### src/rtl/serial_add_sequencer.sv
// rtl/serial_add_sequencer.sv - bit-serial add/subtract unit driving one full adder LSB-first
// Accepts an op over a start handshake, runs WIDTH single-bit steps, returns result and flags.

module fullAdder (
  input  logic a,
  input  logic b,
  input  logic cIn,
  output logic sum,
  output logic cOut
);
  assign sum  = a ^ b ^ cIn;
  assign cOut = (a & b) | (cIn & (a ^ b));
endmodule

module serial_add_sequencer #(
  parameter int WIDTH = 32
) (
  input  logic             clk,
  input  logic             rstN,
  input  logic             flush,
  input  logic             startValid,
  output logic             startReady,
  input  logic [WIDTH-1:0] opA,
  input  logic [WIDTH-1:0] opB,
  input  logic             sub,
  output logic             resValid,
  input  logic             resReady,
  output logic [WIDTH-1:0] result,
  output logic             carryOut,
  output logic             overflow,
  output logic             zero
);
  localparam int CW = (WIDTH > 1) ? $clog2(WIDTH) : 1;
  localparam logic [CW-1:0] LAST_BIT = CW'(WIDTH - 1);

  localparam logic [1:0] S_IDLE = 2'd0;
  localparam logic [1:0] S_RUN  = 2'd1;
  localparam logic [1:0] S_DONE = 2'd2;

  logic [1:0]       r_state;
  logic [CW-1:0]    r_cnt;
  logic [WIDTH-1:0] r_a;
  logic [WIDTH-1:0] r_b;
  logic [WIDTH-1:0] r_result;
  logic             r_carry;
  logic             r_msb_cin;
  logic             r_zero;
  logic             r_start_ready;

  logic w_sum;
  logic w_cout;

  fullAdder u_full_adder (
    .a    (r_a[0]),
    .b    (r_b[0]),
    .cIn  (r_carry),
    .sum  (w_sum),
    .cOut (w_cout)
  );

  always_ff @(posedge clk) begin
    if (!rstN) begin
      r_state       <= S_IDLE;
      r_cnt         <= '0;
      r_a           <= '0;
      r_b           <= '0;
      r_result      <= '0;
      r_carry       <= 1'b0;
      r_msb_cin     <= 1'b0;
      r_zero        <= 1'b0;
      r_start_ready <= 1'b0;
    end else if (flush) begin
      r_state       <= S_IDLE;
      r_cnt         <= '0;
      r_a           <= '0;
      r_b           <= '0;
      r_result      <= '0;
      r_carry       <= 1'b0;
      r_msb_cin     <= 1'b0;
      r_zero        <= 1'b0;
      r_start_ready <= 1'b1;
    end else begin
      case (r_state)
        S_IDLE: begin
          if (startValid && r_start_ready) begin
            // Subtraction is A + ~B + 1: invert B here, seed the carry with sub.
            r_a           <= opA;
            r_b           <= opB ^ {WIDTH{sub}};
            r_carry       <= sub;
            r_cnt         <= '0;
            r_zero        <= 1'b1;
            r_state       <= S_RUN;
            r_start_ready <= 1'b0;
          end else begin
            r_start_ready <= 1'b1;
          end
        end
        S_RUN: begin
          r_a      <= {1'b0, r_a[WIDTH-1:1]};
          r_b      <= {1'b0, r_b[WIDTH-1:1]};
          r_result <= {w_sum, r_result[WIDTH-1:1]};
          r_carry  <= w_cout;
          r_zero   <= r_zero & ~w_sum;
          if (r_cnt == LAST_BIT) begin
            r_msb_cin <= r_carry;
            r_state   <= S_DONE;
          end else begin
            r_cnt <= r_cnt + 1'b1;
          end
        end
        S_DONE: begin
          if (resReady) begin
            r_state       <= S_IDLE;
            r_start_ready <= 1'b1;
          end
        end
        default: begin
          r_state       <= S_IDLE;
          r_start_ready <= 1'b0;
        end
      endcase
    end
  end

  assign startReady = r_start_ready;
  assign resValid   = (r_state == S_DONE);
  assign result     = r_result;
  assign carryOut   = r_carry;
  assign overflow   = r_carry ^ r_msb_cin;
  assign zero       = r_zero;

endmodule

### config.mk
export PLATFORM = sky130hd
export DESIGN_NAME = serial_add_sequencer
export DESIGN_NICKNAME = d
export VERILOG_FILES = /design/src/rtl/serial_add_sequencer.sv
export SDC_FILE = /design/constraint.sdc
export NUM_CORES = 1
export LEC_CHECK = 0
export ABC_AREA = 1
export CELL_PAD_IN_SITES_DETAIL_PLACEMENT = 1
export CELL_PAD_IN_SITES_GLOBAL_PLACEMENT = 1
export CORE_ASPECT_RATIO = 1.75
export CORE_UTILIZATION = 38
export DETAILED_ROUTE_END_ITERATION = 12
export PLACE_DENSITY_LB_ADDON = 0.1
export SYNTH_ARGS = -nofsm -noshare
export SYNTH_HDL_FRONTEND = slang
export SYNTH_SLANG_ARGS = --single-unit
export TNS_END_PERCENT = 10
### constraint.sdc
create_clock -name clk -period 3.3 [get_ports clk]
set_input_delay 0.66 -clock clk [delete_from_list [all_inputs] [get_ports clk]]
set_output_delay 0.66 -clock clk [all_outputs]
set_load 0.02 [all_outputs]
-- After elaboration in Yosys (flattened, before gate mapping)
Cells that the tools add are included.
- muxes and demuxes: 19
- eq/ne operators: 9
- reductions and logical operators: 9
- bitwise logic cells: 10
- $add $sub $neg: 1
- operators with widths (operator ; number):
    32-bit case mux with 2 select lines ; 2
    32-bit 2-to-1 mux ; 2
    32-bit bitwise XOR ; 1
    5-bit 2-to-1 mux ; 2
    5-bit case mux with 2 select lines ; 1
    2-bit != test, second input constant ; 4
    2-bit 2-to-1 mux ; 3
    2-bit case mux with 3 select lines ; 1
    2-bit AND reduction ; 3
    3-bit AND reduction ; 2
    5-bit by 1-bit adder with 5-bit output, second input constant ; 1
    5-bit == test, second input constant ; 1
    1-bit 2-to-1 mux ; 5
    1-bit case mux with 2 select lines ; 2
    1-bit bitwise AND ; 3
    3-bit by 2-bit != test with 1-bit output, second input constant ; 1
    1-bit case mux with 3 select lines ; 1
    1-bit bitwise XOR ; 3
    2-bit by 1-bit == test with 1-bit output, second input constant ; 1
    2-bit == test, second input constant ; 1
    2-bit zero test ; 1
    2-bit by 1-bit != test with 1-bit output, second input constant ; 1
    1-bit NOT ; 2
    2-bit nonzero test ; 1
    3 further kinds ; 3
- bits of input ports: 70
- output and inout bits: 37
- bits in registers: 107
- word-level logic and storage cells: 57

-- Depth between registers and ports, before layout
Gate-level depths: netlist (run 1).
- depth after elaboration: 5
- depth in mapped cells: 9
- depth with buffers taken out: 9

-- By module
Synthesis (run 1) repeated with hierarchy kept, for this count alone.
- cell total of the unflattened synthesis: 796
- area total of the unflattened synthesis: 5042.3 um2
- modules (own cells, without submodules) (module ; area each (um2) ; seq. area each (um2) ; cells an instance ; instances):
    serial_add_sequencer ; 5022.3 ; 2142.1 ; 795 ; 1
    fullAdder ; 20.0 ; 0.0 ; 1 ; 1

-- Worst setup path before layout (run 1)
OpenSTA, ideal clock, no wires.
- path type: in2reg
- start point: input startValid
- end point: register r_b[24]
- required time: 3.168 ns
- library setup time: 0.132 ns
- stages: 7
- path slack: 1.728 ns
- path buffers: 2
- arrival: 1.440 ns
- cells stage by stage: nand2_1 a21oi_4 inv_2 buf_4 buf_2 nand2_1 a21oi_1
- longest elaborated chain between the ends: 3
- ends and longest elaborated chain (element ; RTL line ; source):
    start: declaration ; 21 ; input logic startValid,
    1-bit logical AND ; 85 ; if (startValid && r_start_ready) begin
    2-bit != test (no source line) ; n/a ;
    2-bit AND reduction (no source line) ; n/a ;
    end signal: assignment ; 88 ; r_b <= opB ^ {WIDTH{sub}};
    end signal: assignment ; 100 ; r_b <= {1'b0, r_b[WIDTH-1:1]};
    end: declaration ; 43 ; logic [WIDTH-1:0] r_b;
Every way passes these cells.
A chain may end at the register's enable or synchronous reset.

-- Final worst setup path (run 1)
- start point: register r_carry, in the netlist carryOut
- end point: output overflow
- longest elaborated chain between the ends: 1
- ends and longest elaborated chain (element ; RTL line ; source):
    start: declaration ; 45 ; logic r_carry;
    start signal: assignment ; 89 ; r_carry <= sub;
    start signal: assignment ; 102 ; r_carry <= w_cout;
    1-bit bitwise XOR ; 129 ; assign overflow = r_carry ^ r_msb_cin;
    end: declaration ; 30 ; output logic overflow,
Every way passes these cells.

==> flow_summary.toml, run 1 <==
[run_status]
status = "complete, no violations"

[logic_synthesis]
postSynthNetCount = 869
synth_warnings = 0
synth_top_area_cell = "dfxtp_1"
synth-seq-cells = 107
yosysTopAreaCellShare_pct = 42.5
syn_inst = 796
ys_types = 22
syn_area_per_cell_um2 = 6.33
netlist_area_mm2 = 0.00504
ys_seq_area_share_pct = 42.5
synth_area_leaders = "dfxtp_1, nand2_1, nor2_1"

[final_layout]
num_antenna_cells = 0
fillers = 1760
finish.instance_area_mm2 = 0.00644
nets = 947
fin_cells = 1050
syn_to_final_growth_pct = 27.9
drive_above_1_share_pct = 3.64
finalCoreUtilization_pct = 49.8

[placed_design]
port_buffers = 106
placed_area_mm2 = 0.00616
placedCellCount = 1034
place_congestion = 0.735
dpl.hpwl_mm = 9.51

[drt]
wl_per_cell_um = 13.4
drt_iter0_markers = 160
wl_mm = 14.1
num_vias = 5122
vias_per_cell = 4.88
final_antenna_net_count = 0
drcViolationCount = 0
dr.pass1.iters = 4

[run]
cap_violations = 0

[grt]
grt_first_pass_wirelength_mm = 23.4
antenna_found_initial = 0
grt_usage_pct = 21.4
grt_max_degree = 66
grt-ovfl-total = 0
grt_pass1_vias = 5233

[timing]
rsz0062_at_grt = "false"
final_max_slew_viol_count = 0
worstMarginPinSlew_ps = 1050
relSlewSlack_pct = 30.2
fin_crit_ps = 2300
fmax_ghz = 0.436
tns_ps = 0
finClkSkew_ps = 8.54
hold_viol = 0
final-setup-viol-count = 0
timing.final.crit_share_pct = 69.6

[clock_network]
cts_tree = "built"
ctsHtreeMaxLevel = 3
cts_made_buffers = 9
ctsHoldBuffers = 0
cts.clk_slew.worst_paths_ps = 80
clock_path_buffers = 2
ctsResizeCount = 0
clock_latency_ps = 350
cts.sinks = 107
root_buffer = "clkbuf_16"
postCtsSetupRepairBufs = 0

[worst_setup_path]
critPathKind = "flip-flop to output pin"
crit_slowest_cell = "clkdlybuf4s50_1"
cp_max_fo = 5
max_stage_delay_ps = 620
end_kind = "output pin"
required_ps = 2640
startpoint_type = "flip-flop"
cp.arrival_ps = 1640
crit_chain = "xor2_1, clkdlybuf4s50_1"

[floorplan]
io_pins = 107
core_mm2 = 0.0129
rows = 55
die-area_mm2 = 0.0137
die_h_um = 154
start_util_pct = 38.9
fp.dieW_um = 89.0

[pwr]
powerDensity_mw_per_mm2 = 428
cellLeakagePower_uw = 0.00271
max-vdd-ir-drop_uv = 284
p_total_uw = 2760

[worst_hold_path]
holdCritPathClass = "flip-flop to flip-flop"
==> placed cells by master (no fill, tap or decap), types with 5 or more instances in the layout <==
master	Yosys	layout
nand2_1	247	247
nor2_1	165	165
dfxtp_1	107	107
clkdlybuf4s50_1	0	106
a21oi_1	73	73
inv_1	71	71
o21ai_0	60	60
clkbuf_16	0	9
buf_4	2	8
o21ai_1	6	6
nand3_1	5	5
==> critical path, delay by kind of cell (launching register included) <==
family                    cells  cell delay (ps)
buffers and inverters         1              620
DFF                           1              490
xor gates and xnor gates      1              180
==> where the power goes <==
| part | leakage [uW] | switching [uW] | internal, uW |
|---|---|---|---|
| Combinational | 0.00171 | 210 | 166 |
| Sequential | 0.000867 | 21.5 | 1330 |
| Clock | 0.000131 | 511 | 524 |
==> metal layers <==
layer	vias to the layer above	global-route usage, %	wire (um)
li1	2593	-	-
met1	2433	22.6	5820
met2	82	40.9	7450
met3	14	4.70	577
met4	0	6.58	231
met5	-	0	0
==> cell usage after synthesis (all sizes together) <==
master and count:
ha 2, fa 1, o21ai 66, clkbuf 18, nand2 248, nor2 166
nand3b 1, nand3 5, xor2 2, buf 30, inv 75, a21oi 74
dfxtp 107, nand4 1
==> path summary, 6_finish.rpt <==
kind	start	endpoint	slack [ps]	cells after the start
max reg2reg	r_state[1]$_SDFFE_PP0P_	result[9]$_SDFFE_PP0P_	1130	6
max	carryOut$_SDFFE_PP0P_	overflow	1000	2
min reg2reg	r_b[26]$_SDFFE_PP0P_	r_b[26]$_SDFFE_PP0P_	470	2
min	r_b[26]$_SDFFE_PP0P_	r_b[26]$_SDFFE_PP0P_	470	2
==> stage by stage <==
step                setup WS (ps)  hold WS, ps
floorplan                    1730          441
global placement              942          450
detailed placement            886          456
CTS                           980          468
finish                       1000          469
global route                  921          489
==> registers in the layout (all words and copies together), names as in the netlist <==
name and cells:
r_a 32, r_b 32, result 32, r_cnt 5, r_state 2, carryOut 1
r_msb_cin 1, startReady 1, zero 1
==> cells by family (layout without fill, tap and decap cells) <==
family	after synthesis	in the layout	synth area share, %
simple gates	421	421	31.7
compound gates	140	140	14.1
buf+inv	123	206	10.4
flops	107	107	42.5
fa+ha+maj	3	3	0.894
xor+xnor	2	2	0.348
==> cell type report <==
| type | count | area, um^2 | area share [%] |
|---|---|---|---|
| clock buffers | 9 | 225 | 3.50 |
| clock inverters | 7 | 60.1 | 0.932 |
| inverters | 75 | 282 | 4.37 |
| multi-input cells | 566 | 2380 | 36.9 |
| flip-flops and latches | 107 | 2140 | 33.3 |
| well taps | 171 | 214 | 3.32 |
| repair buffers | 115 | 1140 | 17.7 |
Note: power is estimated with default switching activity, not from simulation.
==> run 2, diff against run 1 <==
- CORE_UTILIZATION: 38 -> 35
- clock period: 3.3 -> 2.15 ns (I/O delays scaled with it)
==> flow_summary.toml, run 2 (synthesis results as in run 1) <==
[run_status]
status = "complete, no violations"

[clock_network]
postCtsSetupRepairBufs = 0
root_buffer = "clkbuf_16"
clock_latency_ps = 350
clock_path_buffers = 2
cts.sinks = 107
cts_tree = "built"
cts.clk_slew.worst_paths_ps = 70
cts_made_buffers = 9
ctsHtreeMaxLevel = 3

[timing]
final_max_slew_viol_count = 0
rsz0062_at_grt = "false"
fmax_ghz = 0.492
timing.final.crit_share_pct = 94.6
finalWorstSetupSlack_ps = 117
worstMarginPinSlew_ps = 699
finClkSkew_ps = 12.4
hold_viol = 0
final-setup-viol-count = 0
relSlewSlack_pct = 53.4
fin_crit_ps = 2030
tns_ps = 0

[drt]
drt_iter0_markers = 161
wl_mm = 13.8
wl_per_cell_um = 13.0
final_antenna_net_count = 0
vias_per_cell = 4.81
drcViolationCount = 0
dr.pass1.iters = 4
num_vias = 5095

[worst_setup_path]
crit_chain = "nand2_1, inv_1, clkdlybuf4s50_1"
startpoint_type = "flip-flop"
critPathKind = "flip-flop to output pin"
required_ps = 1720
cp.depth = 3
r2r_end = "r_cnt[3]$_SDFFE_PP0P_"
max_stage_delay_ps = 590
cp_max_fo = 6
worstRegToRegCells = 9
end_kind = "output pin"
cp.arrival_ps = 1600
r2r-start = "r_cnt[0]$_SDFFE_PP0P_"
crit_slowest_cell = "clkdlybuf4s50_1"
rrSetupSlack_ps = 440
critPathBufInv = 2
cpLargestDelayFamily = "buffers and inverters"

[placed_design]
dpl.hpwl_mm = 9.48
place_congestion = 0.748
place_ws_ps = 213
port_buffers = 106

[grt]
grt_max_degree = 98
grt_pass1_vias = 5357
antenna_found_initial = 0
grt_first_pass_wirelength_mm = 24.0
grt-ovfl-total = 0
grt_usage_pct = 19.6

[final_layout]
syn_to_final_growth_pct = 28.9
final_common_cell = "nand2_1"
finalCoreUtilization_pct = 46.5
num_antenna_cells = 0
nets = 951
fillers = 1847
drive_above_1_share_pct = 3.96
final_cell_mix = "nand2_1, nor2_1, dfxtp_1"

[floorplan]
io_pins = 107
die_h_um = 161
start_util_pct = 36.0
rows = 57
core_mm2 = 0.0140
die-area_mm2 = 0.0149
fp.dieW_um = 92.7

[pwr]
powerDensity_mw_per_mm2 = 653
cellLeakagePower_uw = 0.00275
max-vdd-ir-drop_uv = 387

[worst_hold_path]
min_from = "r_b[2]$_SDFFE_PP0P_"
min_to = "r_b[2]$_SDFFE_PP0P_"
hold_depth = 2
holdCritPathClass = "flip-flop to flip-flop"

[run]
cap_violations = 0
run 2: cell type report:
| type | count | area (um^2) | area share (%) |
|---|---|---|---|
| multi-input combinational | 566 | 2380 | 36.6 |
| tap | 177 | 221 | 3.41 |
| clock inverter | 6 | 53.8 | 0.829 |
| sequential | 107 | 2140 | 33.0 |
| inverter | 75 | 284 | 4.37 |
| clock buffer | 10 | 229 | 3.53 |
| timing repair buffer | 119 | 1190 | 18.3 |
run 2: worst reg2reg max path: cells and delay by family, from the launching register on:
family / cells / cell delay (ps)
adder cells (fa/ha/maj): 2 / 490
AND/OR/NAND/NOR: 5 / 490
flip-flops: 1 / 350
AO/OA/AOI/OAI: 2 / 320
run 2: through the flow:
stage / std cells / area, um^2 / hold WS, ps / power (uW)
global route: 1060 / 6490 / 496 / 4450
CTS: 1060 / 6490 / 469 / 4310
floorplan: 796 / 5040 / 441 / 2450
global placement: 1044 / 6210 / 446 / 2680
finish: 1060 / 6490 / 468 / 4240
detailed placement: 1044 / 6210 / 457 / 2710
run 2: layer usage:
layer	part of all wire [%]	track usage (%)	wire, um	vias up
met2	54	38.0	7390	71
met1	42	21.1	5750	2418
met3	3.7	3.60	515	8
li1	-	-	-	2598
met5	0	0	0	-
met4	0.96	5.52	133	0
run 2: timing repair:
item | in CTS | in global routing
gates resized for setup | 0 | 3
setup endpoints to repair | 0 | 3
hold buffers | 0 | 0
run 2: where the power goes:
part	total [uW]	switching, uW	internal, uW
logic	582	322	260
registers	2070	32.4	2030
clock network	1590	780	810
run 2: worst max path at each step:
stage | to | slack, ps | start
final | resValid | 120 | r_state[1]$_SDFFE_PP0P_
after floorplan | r_cnt[3]$_SDFFE_PP0P_ | 740 | r_cnt[0]$_SDFFE_PP0P_
after global placement | r_msb_cin$_SDFFE_PP0P_ | 330 | r_state[1]$_SDFFE_PP0P_
after CTS | overflow | 40 | carryOut$_SDFFE_PP0P_
after detailed placement | r_b[6]$_SDFFE_PP0P_ | 210 | startValid
after global routing | resValid | 30 | r_state[1]$_SDFFE_PP0P_
